### config.mk
export PLATFORM = sky130hd
export DESIGN_NAME = dot_product_pe
export DESIGN_NICKNAME = d
export VERILOG_FILES = /design/src/rtl/dot_product_pe.sv
export SDC_FILE = /design/constraint.sdc
export NUM_CORES = 1
export LEC_CHECK = 0
export CAP_MARGIN = 20
export CORE_MARGIN = 3
export CORE_UTILIZATION = 55
export DETAILED_ROUTE_END_ITERATION = 6
export GPL_TIMING_DRIVEN = 0
export HOLD_SLACK_MARGIN = 0.06
export PLACE_DENSITY = 0.82
export SLEW_MARGIN = 20
export SYNTH_ARGS = -nofsm -noshare
export SYNTH_HDL_FRONTEND = slang
export SYNTH_SLANG_ARGS = --single-unit
### constraint.sdc
create_clock -name clk -period 6.7 [get_ports clk]
set_input_delay 1.005 -clock clk [delete_from_list [all_inputs] [get_ports clk]]
set_output_delay 1.005 -clock clk [all_outputs]
set_load 0.1 [all_outputs]
### src/rtl/dot_product_pe.sv
// Signed dot-product processing element: K-cycle MAC of a shadowed A-row with a B-column, tagged result out via valid/ready.
// Optional build macro DOT_PRODUCT_PE_SAT_EN clamps res_data to the 2*DATA_W signed range and adds res_sat.
module dot_product_pe #(
    parameter int N      = 2,
    parameter int M      = 2,
    parameter int K      = 4,
    parameter int DATA_W = 8,
    localparam int N_W   = (N > 1) ? $clog2(N) : 1,
    localparam int M_W   = (M > 1) ? $clog2(M) : 1,
    localparam int K_W   = (K > 1) ? $clog2(K) : 1,
    localparam int ACC_W = 2*DATA_W + K_W
) (
    input  logic                    clk,
    input  logic                    rst_n,
    input  logic                    load_row,
    input  logic [K*DATA_W-1:0]     row_in,
    input  logic                    start_PE,
    input  logic [K*DATA_W-1:0]     col_in,
    input  logic [N_W-1:0]          n_in,
    input  logic [M_W-1:0]          m_in,
    output logic                    PE_ready,
    output logic                    res_valid,
    input  logic                    res_ready,
    output logic signed [ACC_W-1:0] res_data,
    output logic [N_W-1:0]          res_n,
    output logic [M_W-1:0]          res_m
`ifdef DOT_PRODUCT_PE_SAT_EN
    ,
    output logic                    res_sat
`endif
);

    typedef enum logic [1:0] {IDLE, MAC, OUT} state_t;

    localparam logic [K_W-1:0] K_LAST = K_W'(K - 1);

    state_t                     state, state_nx;
    logic [K*DATA_W-1:0]        row_r;
    logic [K*DATA_W-1:0]        row_w;
    logic [K*DATA_W-1:0]        col_w;
    logic [N_W-1:0]             n_w;
    logic [M_W-1:0]             m_w;
    logic signed [ACC_W-1:0]    acc;
    logic [K_W-1:0]             k;
    logic signed [DATA_W-1:0]   a_e, b_e;
    logic signed [2*DATA_W-1:0] prod;

`ifdef DOT_PRODUCT_PE_SAT_EN
    localparam logic signed [ACC_W-1:0] SAT_MAX =
        {{(ACC_W-2*DATA_W+1){1'b0}}, {(2*DATA_W-1){1'b1}}};
    localparam logic signed [ACC_W-1:0] SAT_MIN =
        {{(ACC_W-2*DATA_W+1){1'b1}}, {(2*DATA_W-1){1'b0}}};

    function automatic logic sat_hit(input logic signed [ACC_W-1:0] v);
        return (v > SAT_MAX) || (v < SAT_MIN);
    endfunction

    function automatic logic signed [2*DATA_W-1:0] sat_val(input logic signed [ACC_W-1:0] v);
        if (v > SAT_MAX)      return SAT_MAX[2*DATA_W-1:0];
        else if (v < SAT_MIN) return SAT_MIN[2*DATA_W-1:0];
        else                  return v[2*DATA_W-1:0];
    endfunction
`endif

    // MAC stage: select the k-th element pair and form the full-precision product
    assign a_e  = row_w[k*DATA_W +: DATA_W];
    assign b_e  = col_w[k*DATA_W +: DATA_W];
    assign prod = a_e * b_e;

    always_ff @(posedge clk or negedge rst_n) begin
        if (!rst_n) begin
            state <= IDLE;
            row_r <= '0;
            row_w <= '0;
            col_w <= '0;
            n_w   <= '0;
            m_w   <= '0;
            acc   <= '0;
            k     <= '0;
        end else begin
            state <= state_nx;
            if (load_row)
                row_r <= row_in;
            case (state)
                IDLE: if (start_PE) begin
                    // Snapshot the shadow row before any same-cycle load lands
                    row_w <= row_r;
                    col_w <= col_in;
                    n_w   <= n_in;
                    m_w   <= m_in;
                    acc   <= '0;
                    k     <= '0;
                end
                MAC: begin
                    acc <= acc + ACC_W'(prod);
                    if (k != K_LAST)
                        k <= k + K_W'(1);
                end
                default: ;
            endcase
        end
    end

    always_comb begin
        state_nx = state;
        case (state)
            IDLE:    if (start_PE)       state_nx = MAC;
            MAC:     if (k == K_LAST)    state_nx = OUT;
            OUT:     if (res_ready)      state_nx = IDLE;
            default:                     state_nx = IDLE;
        endcase
    end

    // Output stage: result is held in acc/tag registers until accepted
    assign PE_ready  = (state == IDLE);
    assign res_valid = (state == OUT);
    assign res_n     = n_w;
    assign res_m     = m_w;

`ifdef DOT_PRODUCT_PE_SAT_EN
    assign res_data = ACC_W'(sat_val(acc));
    assign res_sat  = (state == OUT) && sat_hit(acc);
`else
    assign res_data = acc;
`endif

endmodule

==> results of run 1 <==
-- flip-flops by register name, summed over array words and instances (netlist names) --
name      flops
col_w        32
state         2
res_m         1
k             2
res_data     18
row_w        32
res_n         1
row_r        32
-- layout by cell type (no fill, tap or decap), drive strengths merged, types with 4 or more instances in the layout --
master / n
clkdlybuf4s50: 90
buf: 17
nor2: 13
o31ai: 8
a21oi: 7
mux2: 34
dfrtp: 120
nand3: 12
o21ai: 17
mux4: 15
o21a: 6
nand2: 236
and2: 33
ha: 43
fa: 80
inv: 93
xnor2: 11
nor2b: 4
clkbuf: 36
bufinv: 5
-- through the flow --
step	cell area [um2]	setup TNS, ps	std cells	setup slack, ps	utilization [%]
final	9990	0	1094	672	70.3
after global routing	9990	0	1094	342	70.3
after CTS	9990	0	1094	672	70.3
after detailed placement	9310	0	1062	706	65.6
after global placement	9290	-3790	1061	-45.0	65.4
after floorplan	8150	0	790	1330	-
-- path summary, 6_finish.rpt --
| path | startpoint | endpoint | slack, ps | cells after the start |
|---|---|---|---|---|
| hold / removal | row_r[3]$_DFFE_PN0P_ | row_w[3]$_DFFE_PN0P_ | 460 | 2 |
| setup / recovery | k[0]$_DFFE_PN0P_ | res_data[15]$_DFFE_PN0P_ | 670 | 17 |
| setup reg to reg | k[0]$_DFFE_PN0P_ | res_data[15]$_DFFE_PN0P_ | 670 | 17 |
| hold reg to reg | row_r[3]$_DFFE_PN0P_ | row_w[3]$_DFFE_PN0P_ | 460 | 2 |
| max in group asynchronous | rst_n | res_data[16]$_DFFE_PN0P_ | 5470 | 2 |
| min in group asynchronous | rst_n | row_r[30]$_DFFE_PN0P_ | 540 | 1 |
-- kinds of logic after synthesis --
family	after synthesis	synth area share, %
XOR/XNOR	14	1.50
AO/OA/AOI/OAI	57	4.90
flip-flops	120	36.8
AND/OR/NAND/NOR	306	15.6
multiplexers	51	9.09
adder cells (fa/ha/maj)	123	26.3
buffers and inverters	119	5.77
-- metal layers --
| layer | up-vias | wire length [um] | track usage (%) |
|---|---|---|---|
| met4 | 0 | 663 | 9.93 |
| met3 | 65 | 1400 | 5.88 |
| met1 | 3057 | 8020 | 33.9 |
| li1 | 2737 | - | - |
| met2 | 261 | 9640 | 43.0 |
| met5 | - | 0 | 0 |
-- final cells by class --
type | instances | area share, %
Multi-Input combinational cell | 551 | 46.8
Inverter | 91 | 3.42
Buffer | 28 | 1.29
Timing Repair Buffer | 92 | 9.41
Sequential cell | 120 | 30.1
Tap cell | 180 | 2.26
Clock inverter | 9 | 1.85
Clock buffer | 23 | 4.89
-- worst max-delay path, cell delays in order, from the launching register on --
cell      delay (ps)
dfrtp_1          400
buf_4            210
mux4_2           510
and2_1           670
inv_1            120
fa_1             510
inv_1             60
fa_1             520
fa_1             440
fa_1             520
fa_1             500
ha_1             340
o21ai_0          140
o211ai_1         180
a221oi_2         410
a21oi_1          140
xnor2_1          150
o21ai_1           70
-- cells in the mapped netlist, drive strengths merged, types with 2 or more instances --
cell type and number:
nand2 236, dfrtp 120, inv 91, fa 80, ha 43, mux2 34
and2 33, o21ai 17, buf 15, mux4 15, clkbuf 13, nor2 13
nand3 12, xnor2 11, o31ai 8, a21oi 7, o21a 6, nor2b 4
a211oi 3, a21o 3, nor3 3, o211ai 3, xor2 3, a22o 2
mux2i 2, o21bai 2
==> summary.txt, run 1 <==
Synth
  • Sequential area share after synthesis: 36.8%
  • Post-Syn Instances: 790
  • Synth area leader: dfrtp_1
  • Yosys top cell area share: 36.8%
  • Syn Nets: 984
  • EDFF count, synth: 0
  • Synth Area per Inst: 10.3 um2
  • Top cells by area, synth: dfrtp_1 37%, fa_1 20%, nand2_1 11%
  • Register bit total from synthesis: 120
  • Mapped Area: 8150 um2
  • Post-synth ARST share: 100%
  • Primary FF master, synth: dfrtp_1
  • Synth warn: 0
  • Post-synth cell types: 44

Global routing
  • Initial antenna violation count: 0
  • Total gr overflow: 0
  • First-pass GRT wire length: 32,800 um
  • Number of global-route vias before repair: 6,637
  • Largest net degree at the start of global routing: 66
  • Tot GR Track Use: 26.0%

Die
  • Initial core utilization: 57.4%
  • Ports: 93
  • Die ar.: 16,300 um2
  • Die H: 128 um
  • Core box area: 14,200 um2
  • Die width: 128 um
  • Row count: 43

Route
  • Routed length per placed instance: 18.0 um
  • Drt total wl: 19,700 um
  • Vias post-DR: 6,120
  • Routed Antenna Nets: 0
  • Vias per std cell: 5.59
  • Drc violations: 0
  • DRT iter0 DRCs: 500
  • Initial DRT Pass Iterations: 5

CTS
  • CTS Buf Count: 17
  • Clock buffer depth: 2
  • Clock Latency Late Sink: 430 ps
  • CTS hold repair buffers: 0
  • CTS Sinks: 120
  • CTS tree: built
  • Setup Buffers After CTS: 0
  • Clock tree root buffer cell: clkbuf_16
  • H-tree depth: 4
  • Clock Pin Slew Worst Setup and Hold Paths: 60 ps
  • Post-CTS sizing: 0

STA
  • RSZ-0062 raised after global routing: false
  • Final Hold Viols: 0
  • Max_slew headroom: 34.0%
  • Final Setup Violations: 0
  • Slew @ Worst Pin: 987 ps
  • Tmin final: 6030 ps
  • Period utilization: 90.0%
  • Final clock skew: 14.1 ps
  • Slew Limit Fails: 0
  • Final hold slack: 462 ps
  • Fmax: 166 MHz

Final layout
  • Fillers: 1,010
  • # nets final: 1,095
  • P&R area growth vs syn: 22.6%
  • Fraction of layout cells with a size suffix above 1: 10.7%
  • Area of the multi-input gates: 4680 um2
  • N_diodes: 0
  • Sequential cell area: 3000 um2

Worst setup path
  • CP Max Fanout: 11
  • WP data required: 6990 ps
  • CP Class: flip-flop to flip-flop
  • CP startpoint kind: flip-flop
  • CP endpoint kind: flip-flop
  • CP arrival: 6320 ps

Placement
  • Dpl hpwl: 14,200 um
  • Gpl congestion: 0.925
  • IO Port Bufs: 91

Flow run
  • Max cap viols: 0

Min path
  • Hold/Removal Path Class: flip-flop to flip-flop

Run status
  • Status: finished clean
Power of run 1 is left out: the tool's default activity adds up to more than one toggle a clock period on the data nets, which glitch-free logic cannot reach.
==> run 2, diff against run 1 <==
--- a/config.mk
+++ b/config.mk
@@ -6,13 +6,13 @@
 export NUM_CORES = 1
 export LEC_CHECK = 0
 export CAP_MARGIN = 20
-export CORE_MARGIN = 3
+export CORE_MARGIN = 10
 export CORE_UTILIZATION = 55
 export DETAILED_ROUTE_END_ITERATION = 6
+export GPL_ROUTABILITY_DRIVEN = 0
 export GPL_TIMING_DRIVEN = 0
 export HOLD_SLACK_MARGIN = 0.06
 export PLACE_DENSITY = 0.82
-export SLEW_MARGIN = 20
 export SYNTH_ARGS = -nofsm -noshare
 export SYNTH_HDL_FRONTEND = slang
 export SYNTH_SLANG_ARGS = --single-unit
==> run 2 against run 1 <==
Sequential cell count is the same; core utilization shrank 2.2 points; first-iteration DRC count shrank 20%; count of clock-buffer cells in the layout shrank 2; setup slack lost 71 ps; sequential share of layout area grew 0.26 points; hold slack gained 2.7 ps; die area grew 23%; non-clock buffer count is the same; global-route usage shrank 5.1 points; register-to-register slack lost 70 ps; wire length grew 0.21%.
==> summary.txt, run 2 (synthesis results as in run 1) <==
Route
  • Drc violations: 0 (unchanged)
  • Vias per std cell: 5.47 (was 5.59)
  • Initial DRT Pass Iterations: 5 (unchanged)
  • Routed length per placed instance: 18.0 um (about the same)
  • Drt total wl: 19,800 um (was 19,700 um)
  • Routed Antenna Nets: 0 (unchanged)
  • Vias post-DR: 6,008 (was 6,120)
  • DRT iter0 DRCs: 401 (was 500)

Global routing
  • Met1 usage: 25.7% (was 33.9%)
  • First-pass GRT wire length: 33,100 um (was 32,800 um)
  • Total gr overflow: 0 (unchanged)
  • GR Layer Usage met3: 6.34% (was 5.88%)
  • Initial antenna violation count: 0 (unchanged)
  • Largest net degree at the start of global routing: 68 (was 66)
  • Number of global-route vias before repair: 6,599 (was 6,637)
  • Tot GR Track Use: 20.9% (was 26.0%)
  • M2 GR Usage: 34.3% (was 43.0%)
  • GR peak layer: met2 (unchanged)

STA
  • Final Hold Viols: 0 (unchanged)
  • Fmax: 164 MHz (was 166 MHz)
  • RSZ-0062 raised after global routing: false (unchanged)
  • Period utilization: 91.0% (was 90.0%)
  • Slew @ Worst Pin: 991 ps (was 987 ps)
  • Post-route setup TNS: 0 ps (unchanged)
  • Final Setup Violations: 0 (unchanged)
  • Max_slew headroom: 33.7% (was 34.0%)
  • Final clock skew: 8.48 ps (was 14.1 ps)
  • Tmin final: 6100 ps (was 6030 ps)
  • Final hold slack: 465 ps (was 462 ps)
  • Slew Limit Fails: 0 (unchanged)

CTS
  • CTS Buf Count: 17 (unchanged)
  • Clock buffer depth: 2 (unchanged)
  • Setup Buffers After CTS: 0 (unchanged)
  • CTS tree: built (unchanged)
  • Clock Pin Slew Worst Setup and Hold Paths: 60 ps (about the same)
  • Clock Latency Late Sink: 420 ps (was 430 ps)
  • Post-CTS sizing: 0 (unchanged)
  • Clock tree root buffer cell: clkbuf_16 (unchanged)
  • CTS hold repair buffers: 0 (unchanged)
  • CTS Sinks: 120 (unchanged)
  • H-tree depth: 4 (unchanged)

Final layout
  • Commonest non-fill, non-tap cell in the layout: nand2_1 (unchanged)
  • N_diodes: 0 (unchanged)
  • # nets final: 1,095 (unchanged)
  • Fraction of layout cells with a size suffix above 1: 10.7% (unchanged)
  • P&R area growth vs syn: 21.5% (was 22.6%)
  • Regs by FF count: col_w (32), row_r (32), row_w (32) (unchanged)
  • Most frequent cells in the layout: 236 x nand2_1, 120 x dfrtp_1, 91 x inv_1 (unchanged)

Worst setup path
  • CP arrival: 6390 ps (was 6320 ps)
  • R2R setup slack: 600 ps (was 670 ps)
  • WP data required: 6990 ps (about the same)
  • R2R depth: 17 (unchanged)
  • CP bufs+invs: 3 (unchanged)
  • Reg-to-Reg Start: k[0]$_DFFE_PN0P_ (unchanged)
  • RR Endpoint: res_data[15]$_DFFE_PN0P_ (unchanged)
  • CP Class: flip-flop to flip-flop (unchanged)
  • Worst path cell trace: buf_4 > mux4_2 > and2_1 > inv_1 > fa_1 > inv_1 > fa_1 > fa_1 > fa_1 > fa_1 > ha_1 > o21ai_0 > o211ai_1 > a221oi_2 > a21oi_1 > xnor2_1 > o21ai_1 (unchanged)
  • Critical Path Max Stage Delay: 660 ps (was 670 ps)
  • CP startpoint kind: flip-flop (unchanged)
  • CP Max Fanout: 11 (unchanged)
  • CP endpoint kind: flip-flop (unchanged)
  • Crit path depth: 17 (unchanged)
  • CP most frequent cell: fa_1 (unchanged)
  • CP max stage cell: and2_1 (unchanged)
  • Critical path's top delay family: adder cells (unchanged)

Min path
  • Hold path endpoint: row_w[27]$_DFFE_PN0P_ (was row_w[3]$_DFFE_PN0P_)
  • Hold wc startpoint: row_r[27]$_DFFE_PN0P_ (was row_r[3]$_DFFE_PN0P_)
  • Hold/Removal Path Class: flip-flop to flip-flop (unchanged)
  • WHS Path Cells: 2 (unchanged)

Die
  • Core box area: 14,500 um2 (was 14,200 um2)
  • Die width: 142 um (was 128 um)
  • Row count: 44 (was 43)
  • Ports: 93 (unchanged)
  • Die ar.: 20,100 um2 (was 16,300 um2)
  • Die H: 142 um (was 128 um)
  • Initial core utilization: 56.1% (was 57.4%)

Placement
  • Dpl hpwl: 14,800 um (was 14,200 um)
  • IO Port Bufs: 91 (unchanged)

Run status
  • Status: finished clean (unchanged)

Flow run
  • Max cap viols: 0 (unchanged)
run 2: cell types whose count changed in the layout (fill, tap and decap cells not counted):
cell        before  now
bufinv_16        5    2
clkbuf_8         4    2
clkinv_2         0    4
clkinvlp_4       0    2
clkinv_4         2    1
run 2: metrics by stage:
step / worst slack, ps / util, % / instance area (um2) / cells
floorplan: 1330 / - / 8150 / 790
global placement: 57.8 / 63.9 / 9290 / 1065
detailed placement: 649 / 64.1 / 9320 / 1066
CTS: 615 / 68.1 / 9900 / 1098
global route: 286 / 68.1 / 9900 / 1098
finish: 601 / 68.1 / 9900 / 1098
run 2: routing by layer:
| metal | wire length (um) | vias up | share of wire [%] |
|---|---|---|---|
| met1 | 8070 | 3024 | 41 |
| li1 | - | 2734 | - |
| met4 | 350 | 0 | 1.8 |
| met5 | 0 | - | 0 |
| met3 | 1670 | 30 | 8.4 |
| met2 | 9680 | 220 | 49 |
run 2: worst reg2reg max path, cell delays in order, from the launching register on:
cell and delay, ps:
dfrtp_1 390, buf_4 210, mux4_2 500, and2_1 660
inv_1 170, fa_1 520, inv_1 50, fa_1 520
fa_1 440, fa_1 520, fa_1 490, ha_1 340
o21ai_0 180, o211ai_1 200, a221oi_2 410, a21oi_1 140
xnor2_1 160, o21ai_1 70
run 2: how the worst max path moves through the flow:
stage | start | slack [ps] | end
global route | k[0]$_DFFE_PN0P_ | 290 | res_data[17]$_DFFE_PN0P_
global placement | rst_n | 60 | res_data[17]$_DFFE_PN0P_
finish | k[0]$_DFFE_PN0P_ | 600 | res_data[15]$_DFFE_PN0P_
CTS | k[0]$_DFFE_PN0P_ | 610 | res_data[15]$_DFFE_PN0P_
floorplan | k[0]$_DFFE_PN0P_ | 1330 | res_data[15]$_DFFE_PN0P_
detailed placement | k[0]$_DFFE_PN0P_ | 650 | res_data[15]$_DFFE_PN0P_
run 2: cell type report:
class / instances / area, um2
repair buffers: 92 / 940
inverters: 91 / 342
well taps: 184 / 230
clock inverters: 11 / 121
multi-input cells: 551 / 4680
fillers: 1064 / 4630
clock buffers: 21 / 460
plain buffers: 28 / 129
flip-flops and latches: 120 / 3000
Power of run 2 is left out for the same reason.
